--- config.mk ---
export PLATFORM = sky130hd
export DESIGN_NAME = spike_peak_tracker
export DESIGN_NICKNAME = d
export VERILOG_FILES = /design/src/rtl/spike_peak_tracker.sv
export SDC_FILE = /design/constraint.sdc
export NUM_CORES = 2
export LEC_CHECK = 0
export BUFFER_PORTS_ARGS = -buffer_cell sky130_fd_sc_hd__buf_2
export CAP_MARGIN = 20
export CORE_AREA = 2 2 318 320
export CTS_CLUSTER_DIAMETER = 120
export DETAILED_ROUTE_END_ITERATION = 8
export DIE_AREA = 0 0 320 322
export PLACE_DENSITY_LB_ADDON = 0.3
export SKIP_LAST_GASP = 1
export SYNTH_ARGS = -nofsm -noshare
export SYNTH_HDL_FRONTEND = slang
export SYNTH_SLANG_ARGS = --single-unit
--- constraint.sdc ---
create_clock -name clk -period 14.9 [get_ports clk]
set_input_delay 0.745 -clock clk [delete_from_list [all_inputs] [get_ports clk]]
set_output_delay 0.745 -clock clk [all_outputs]
set_load 0.005 [all_outputs]
--- src/rtl/spike_peak_tracker.sv ---
// Tracks the peak per-timestep spike popcount over a run and derives a scaled threshold.
// Optional macro SPT_MEAN_EN adds the run total of per-step popcounts on port total.
`timescale 1ns/1ps
module spike_peak_tracker #(
   parameter int unsigned M         = 784,
   parameter int unsigned STEPS     = 200,
   parameter int unsigned W         = 24,
   parameter int unsigned SCALE_NUM = 21846,
   parameter int unsigned SCALE_SH  = 16,
   localparam int unsigned CW       = $clog2(M + 1),
   localparam int unsigned TW       = CW + $clog2(STEPS + 1)
) (
   input  logic          clk,
   input  logic          rst,
   input  logic          start,
   input  logic [M-1:0]  spikes,
   input  logic          spikes_valid,
   output logic          gen_start,
   output logic          gen_next,
   output logic          busy,
   output logic          done,
   output logic [CW-1:0] peak,
   output logic [W-1:0]  threshold
`ifdef SPT_MEAN_EN
   ,
   output logic [TW-1:0] total
`endif
);

   localparam int unsigned NG   = (M + 31) / 32;
   localparam int unsigned PADW = NG * 32;
   localparam int unsigned PW   = CW + 16;
   localparam int unsigned SW   = $clog2(STEPS + 1);

   typedef enum logic [2:0] {
      S_IDLE,
      S_START,
      S_RUN,
      S_DRAIN,
      S_SCALE
   } state_t;

   state_t        state_q, state_d;
   logic [SW-1:0] req_cnt_q, req_cnt_d;
   logic [SW-1:0] acc_cnt_q, acc_cnt_d;
   logic          gen_start_q, gen_start_d;
   logic          gen_next_q, gen_next_d;
   logic          busy_q, busy_d;
   logic          done_q, done_d;
   logic [CW-1:0] max_q, max_d;
   logic [CW-1:0] peak_q, peak_d;
   logic [W-1:0]  thr_q, thr_d;

   logic [5:0]    grp_q [NG];
   logic [5:0]    grp_d [NG];
   logic          s1_v_q, s1_v_d;
   logic          s2_v_q, s2_v_d;
   logic [CW-1:0] sum_q, sum_d;

   logic            accept_c;
   logic [PADW-1:0] pad_c;
   logic [PW-1:0]   prod_c;
   logic [PW-1:0]   shr_c;
   logic [W-1:0]    sat_c;

   // Stage 1: per-32-bit group popcounts, last group zero-padded
   always_comb begin
      pad_c = PADW'(spikes);
      for (int g = 0; g < NG; g++) begin
         grp_d[g] = '0;
         for (int b = 0; b < 32; b++) begin
            grp_d[g] = grp_d[g] + 6'(pad_c[g*32 + b]);
         end
      end
   end

   // Stage 2: sum of group counts
   always_comb begin
      sum_d = '0;
      for (int g = 0; g < NG; g++) begin
         sum_d = sum_d + CW'(grp_q[g]);
      end
      s1_v_d = accept_c;
      s2_v_d = s1_v_q;
   end

   assign prod_c = PW'(max_q) * PW'(SCALE_NUM);
   assign shr_c  = prod_c >> SCALE_SH;

   if (W >= PW) begin : g_nosat
      assign sat_c = W'(shr_c);
   end else begin : g_sat
      assign sat_c = (|shr_c[PW-1:W]) ? {W{1'b1}} : shr_c[W-1:0];
   end

   // Run control, request/accept counters and running max
   always_comb begin
      state_d     = state_q;
      req_cnt_d   = req_cnt_q;
      acc_cnt_d   = acc_cnt_q;
      max_d       = max_q;
      peak_d      = peak_q;
      thr_d       = thr_q;
      done_d      = 1'b0;
      gen_start_d = 1'b0;
      gen_next_d  = 1'b0;
      busy_d      = 1'b0;

      accept_c = spikes_valid && (state_q == S_RUN) && (acc_cnt_q < SW'(STEPS));

      if (gen_next_q) req_cnt_d = req_cnt_q + SW'(1);
      if (accept_c)   acc_cnt_d = acc_cnt_q + SW'(1);
      if (s2_v_q && (sum_q > max_q)) max_d = sum_q;

      case (state_q)
         S_IDLE: begin
            // done_q high means the previous run is still finishing this cycle
            if (start && !done_q) state_d = S_START;
         end
         S_START: begin
            state_d   = S_RUN;
            req_cnt_d = '0;
            acc_cnt_d = '0;
            max_d     = '0;
         end
         S_RUN: begin
            if (acc_cnt_d == SW'(STEPS)) state_d = S_DRAIN;
         end
         S_DRAIN: begin
            if (!s1_v_q && !s2_v_q) state_d = S_SCALE;
         end
         S_SCALE: begin
            peak_d  = max_q;
            thr_d   = sat_c;
            done_d  = 1'b1;
            state_d = S_IDLE;
         end
         default: state_d = S_IDLE;
      endcase

      gen_start_d = (state_d == S_START);
      gen_next_d  = (state_d == S_RUN) && (req_cnt_d < SW'(STEPS));
      busy_d      = (state_d != S_IDLE) || done_d;
   end

   always_ff @(posedge clk or posedge rst) begin
      if (rst) begin
         state_q     <= S_IDLE;
         req_cnt_q   <= '0;
         acc_cnt_q   <= '0;
         gen_start_q <= 1'b0;
         gen_next_q  <= 1'b0;
         busy_q      <= 1'b0;
         done_q      <= 1'b0;
         max_q       <= '0;
         peak_q      <= '0;
         thr_q       <= '0;
         s1_v_q      <= 1'b0;
         s2_v_q      <= 1'b0;
         sum_q       <= '0;
         for (int g = 0; g < NG; g++) grp_q[g] <= '0;
      end else begin
         state_q     <= state_d;
         req_cnt_q   <= req_cnt_d;
         acc_cnt_q   <= acc_cnt_d;
         gen_start_q <= gen_start_d;
         gen_next_q  <= gen_next_d;
         busy_q      <= busy_d;
         done_q      <= done_d;
         max_q       <= max_d;
         peak_q      <= peak_d;
         thr_q       <= thr_d;
         s1_v_q      <= s1_v_d;
         s2_v_q      <= s2_v_d;
         if (accept_c) grp_q <= grp_d;
         if (s1_v_q)   sum_q <= sum_d;
      end
   end

   assign gen_start = gen_start_q;
   assign gen_next  = gen_next_q;
   assign busy      = busy_q;
   assign done      = done_q;
   assign peak      = peak_q;
   assign threshold = thr_q;

`ifdef SPT_MEAN_EN
   logic [TW-1:0] tot_acc_q, tot_acc_d;
   logic [TW-1:0] total_q, total_d;

   // Run total accumulates alongside the running max, published with peak
   always_comb begin
      tot_acc_d = tot_acc_q;
      total_d   = total_q;
      if (state_q == S_START) tot_acc_d = '0;
      else if (s2_v_q)        tot_acc_d = tot_acc_q + TW'(sum_q);
      if (state_q == S_SCALE) total_d = tot_acc_q;
   end

   always_ff @(posedge clk or posedge rst) begin
      if (rst) begin
         tot_acc_q <= '0;
         total_q   <= '0;
      end else begin
         tot_acc_q <= tot_acc_d;
         total_q   <= total_d;
      end
   end

   assign total = total_q;
`endif

endmodule

-- Word level (Yosys, flattened, before mapping)
Cells that the tools add are included.
- add/subtract/negate cells: 785
- reductions and logical operators: 13
- eq/ne operators: 7
- magnitude comparators: 3
- multiplexer cells: 11
- multiply operators: 1
- operators by type and width (cell ; number):
    adder 6 x 1 -> 6 bit ; 634
    adder 10 x 6 -> 10 bit ; 20
    adder 5 x 1 -> 6 bit ; 25
    adder 4 x 1 -> 5 bit ; 25
    adder 3 x 1 -> 4 bit ; 25
    adder 2 x 1 -> 3 bit ; 25
    adder 1 x 1 -> 2 bit ; 25
    two-way mux 8 bit ; 4
    multiplier 10 x 14 -> 24 bit, second input constant ; 1
    two-way mux 10 bit ; 2
    adder 8 x 1 -> 8 bit, second input constant ; 2
    < comparator 8 bit, second input constant ; 2
    case mux 3 bit (4 select lines) ; 1
    adder 9 x 6 -> 10 bit ; 1
    > comparator 10 bit ; 1
    adder 8 x 6 -> 9 bit ; 1
    equality test 3 x 2 -> 1 bit, second input constant ; 3
    two-way mux 3 bit ; 3
    adder 7 x 6 -> 8 bit ; 1
    equality test 8 bit, second input constant ; 1
    adder 6 x 6 -> 7 bit ; 1
    equality test 3 x 1 -> 1 bit, second input constant ; 2
    logical AND 1 bit ; 6
    equality test 3 bit, second input constant ; 1
    6 further kinds ; 8
- input port bits: 788
- logic and storage cells: 858
- flip-flop bits (word level): 214
- output and inout port bits: 38

-- Longest topological paths before layout
- word-level depth: 31
- mapped depth: 20
- mapped depth without buffers: 20

-- Least setup slack after synthesis
No wires, ideal clock.
- path type: register -> register
- start point: register grp_q[130] (netlist bit)
- end point: register sum_q[8]
- clock period less this slack: 5.372 ns
- library setup time: 0.095 ns
- required time: 14.805 ns
- slack: 9.528 ns
- buffers on the path: 0
- arrival: 5.276 ns
- cell stages (with the launch flop): 19
- cell sequence: dfrtp_1 > fa_1 > fa_1 > inv_1 > fa_1 > fa_1 > inv_1 > fa_1 > fa_1 > inv_1 > fa_1 > inv_1 > ha_1 > nor2b_1 > o21ai_0 > a21boi_0 > o21a_1 > o21a_1 > o31ai_1
- word-level cells in the longest chain between the ends: 22
- ends and longest elaborated chain (element ; line ; RTL):
    from (decl) ; 54 ; logic [5:0] grp_q [NG];
    from (signal assigned) ; 175 ; if (accept_c) grp_q <= grp_d;
    adder 8 x 6 -> 9 bit ; 81 ; sum_d = sum_d + CW'(grp_q[g]);
    adder 9 x 6 -> 10 bit ; 81 ;
    adder 10 x 6 -> 10 bit (20 in series) ; 81 ;
    to (signal assigned) ; 176 ; if (s1_v_q) sum_q <= sum_d;
    to (decl) ; 58 ; logic [CW-1:0] sum_q, sum_d;
Every way passes these cells.
A chain may end at the register's enable or synchronous reset.

-- Worst setup path after layout
- start point: register grp_q[129] (netlist bit)
- end point: register sum_q[9]
Same word-level chain as after synthesis.

==> out/qor.csv <==
stage;metric;value;unit
final_layout;fill_cells;10061;
clock_network;clock-root-buffer;clkbuf_16;
critical_path;crit_path_top_delay_cell;fa_1;
critical_path;r2r_slack;9.22;ns
final_layout;finalNonFillerCells;5298;
global_routing;grt_use_total;0.174;
logic_synthesis;yosysTopAreaCell;fa_1;
floorplanning;start_util;0.328;
drt;drt_iter0_markers;716;
sta;slew_headroom;0.265;
sta;final.setup.tns;0;ns
clock_network;cts_sinks;213;
floorplanning;die_w;320;um
sta;fin_skew;0.0128;ns
critical_path;r2r-end;sum_q[9];
clock_network;cts_resized;0;
global_routing;grt_antenna_before_repair;23;
sta;grt_setup_unrepaired;false;
place;io_buffers;810;
critical_path;critical_path_class;flip-flop to flip-flop;
critical_path;reg2reg_from;grp_q[129];
sta;finalHoldViolations;0;
sta;post-route-period-util;0.381;
drt;route.final.wire_length;87.7;mm
logic_synthesis;synthFlopType;dfrtp_1;
logic_synthesis;netlist.area_leader.share;0.459;
clock_network;cts_hold_buf;0;
logic_synthesis;yosysUniqueCellTypes;64;
clock_network;clk_latency;0.56;ns
worst_hold_path;hp-class;input port to asynchronous set/reset pin;
place;dp.final_hpwl;80.5;mm
logic_synthesis;synth_edf_count;0;
clock_network;htree_levels;1;
floorplanning;dieHeight;322;um
global_routing;grt_pass1_vias;25376;
final_layout;syn_to_final_growth;19.8;%
critical_path;path_delay_family;adder cells;
global_routing;grt_max_degree;134;
final_layout;fin_nets;5778;
critical_path;crit_path_max_incr_delay;0.56;ns
logic_synthesis;syn-instance-count;3172;
job;drv_cap;0;
floorplanning;die_area;103000;sq um
clock_network;cts_max_path_buffers;3;
critical_path;worst-path-buf-inv;2;
final_layout;layout-drive-gt1-share;0.221;
floorplanning;core_region_area;99600;sq um
logic_synthesis;yosys_warnings;0;
critical_path;startpoint_type;flip-flop;
global_routing;grt-ovfl-total;0;
critical_path;cp_max_fo;2;
sta;fin_crit;5.68;ns
drt;ant_nets;0;
logic_synthesis;syn_area;32700;sq um
logic_synthesis;synth-seq-cells;213;
run_status;status;finished clean;
critical_path;crit_top_cell;fa_1;
clock_network;cts_tree;built;
clock_network;post_cts_buffers;0;
critical_path;cp_data_arrival_time;6.09;ns
drt;dr.pass1.iters;5;
place;place_inst;5236;
logic_synthesis;yosysSeqAreaShare;0.163;
critical_path;critical_path.endpoint_type;flip-flop;
clock_network;cts.clk_slew.worst_paths;0.06;ns
logic_synthesis;synth-async-reset-ratio;1.00;
sta;fmax;176;MHz
logic_synthesis;syn-mean-instance-area;10.3;sq um
sta;layout_setup_ws;9.22;ns
drt;vias_per_cell;4.31;
sta;setup-violations-final;0;
critical_path;reg2reg_depth;16;
floorplanning;rows;116;
logic_synthesis;synth.area.top_cells;fa_1, dfrtp_1, inv_1;
drt;via_count;22809;
logic_synthesis;synth_most_common_cell;inv_1;
critical_path;critPathLaunch;grp_q[129];
place;gp_congestion;0.887;
drt;route.detailed.drc;0;
critical_path;cp.required;15.31;ns
floorplanning;io_pins;826;
clock_network;cts_buffers;27;
logic_synthesis;synth_commonest_cells;inv_1, fa_1, ha_1;
drt;wl_per_cell;16.6;um
place;dp_slack;9.26;ns
global_routing;grt_pass1_wl;138;mm
critical_path;path_cells;fa_1, fa_1, inv_1, fa_1, fa_1, inv_1, fa_1, fa_1, fa_1, ha_1, a21o_1, a21oi_1, o21ai_0, o41ai_1, xnor2_1, a21oi_1;
sta;tightest_slew;1.10;ns
sta;finalMaxSlewViolations;0;
==> state kept, by name, indices dropped and copies added (netlist names), 3 cells and up <==
signal	flops
grp_q	149
max_q	10
peak	10
sum_q	10
threshold	9
acc_cnt_q	8
req_cnt_q	8
state_q	3
==> area by class of cell <==
cell class	instances	area (sq um)	area share
Inverter	1041	3920	0.100
Antenna cell	11	27.5	0.000703
Clock buffer	35	736	0.0188
Timing Repair Buffer	817	4130	0.105
Tap cell	1298	1620	0.0415
Sequential cell	213	5330	0.136
Clock inverter	15	198	0.00505
Multi-Input combinational cell	1868	23200	0.593
==> routing by layer <==
layer	wire length, um	vias up	part of all wire	global-route usage
met5	42	-	0.00048	0
met2	46400	454	0.53	0.319
met3	3840	97	0.044	0.0267
met1	35300	11365	0.40	0.214
met4	2100	8	0.024	0.0379
li1	-	10885	-	-
==> worst max-delay path by stage <==
| stage | end | slack (ns) | cells past startpoint |
|---|---|---|---|
| 5_1_grt | sum_q[9] | 8.89 | 16 |
| 2_1_floorplan | acc_cnt_q[0] | 8.33 | 1 |
| 6_report | sum_q[9] | 9.22 | 16 |
| 3_3_place_gp | sum_q[8] | 9.32 | 18 |
| 4_1_cts | sum_q[9] | 9.21 | 16 |
| 3_5_place_dp | sum_q[9] | 9.26 | 16 |
==> cells in the final DEF, fill, tap and decap left out, drive strengths merged, types with 5 or more instances in the layout <==
cell | netlist | routed
inv | 1041 | 1043
buf | 28 | 817
fa | 749 | 749
ha | 273 | 273
nand2 | 241 | 241
dfrtp | 213 | 213
o21ai | 163 | 163
a21o | 76 | 76
a21oi | 73 | 73
xor2 | 55 | 55
xnor2 | 38 | 38
nor2 | 35 | 35
clkbuf | 36 | 35
conb | 1 | 15
nand3 | 15 | 15
nor3 | 13 | 13
diode | 0 | 11
nand4 | 11 | 11
nor2b | 10 | 10
a22o | 10 | 10
o211ai | 7 | 7
mux2 | 6 | 6
clkinv | 0 | 6
o21a | 5 | 5
and3 | 5 | 5
and4 | 5 | 5
a31oi | 5 | 5
==> through the flow <==
| stage | hold WS (ns) | cell area (sq um) | util |
|---|---|---|---|
| after floorplan | 0.427 | 32700 | - |
| after global placement | 0.461 | 38200 | 0.384 |
| after detailed placement | 0.466 | 38200 | 0.384 |
| after CTS | 0.454 | 39100 | 0.393 |
| after global routing | 0.456 | 39200 | 0.393 |
| final | 0.278 | 39200 | 0.393 |
==> logic make-up (layout without fill, tap and decap cells) <==
group / Yosys count / after routing / synth area share
AOI/OAI and AO/OA: 372 / 372 / 0.0687
xor gates and xnor gates: 93 / 93 / 0.0249
adders and majority gates: 1022 / 1022 / 0.563
buffers and inverters: 1105 / 1908 / 0.129
DFF: 213 / 213 / 0.163
muxes: 10 / 10 / 0.00329
other: 1 / 26 / 0.000115
and+or+nand+nor: 356 / 356 / 0.0480
Power is not shown: default switching activity piles up to over one toggle a cycle in this logic, so the estimate is an artifact.
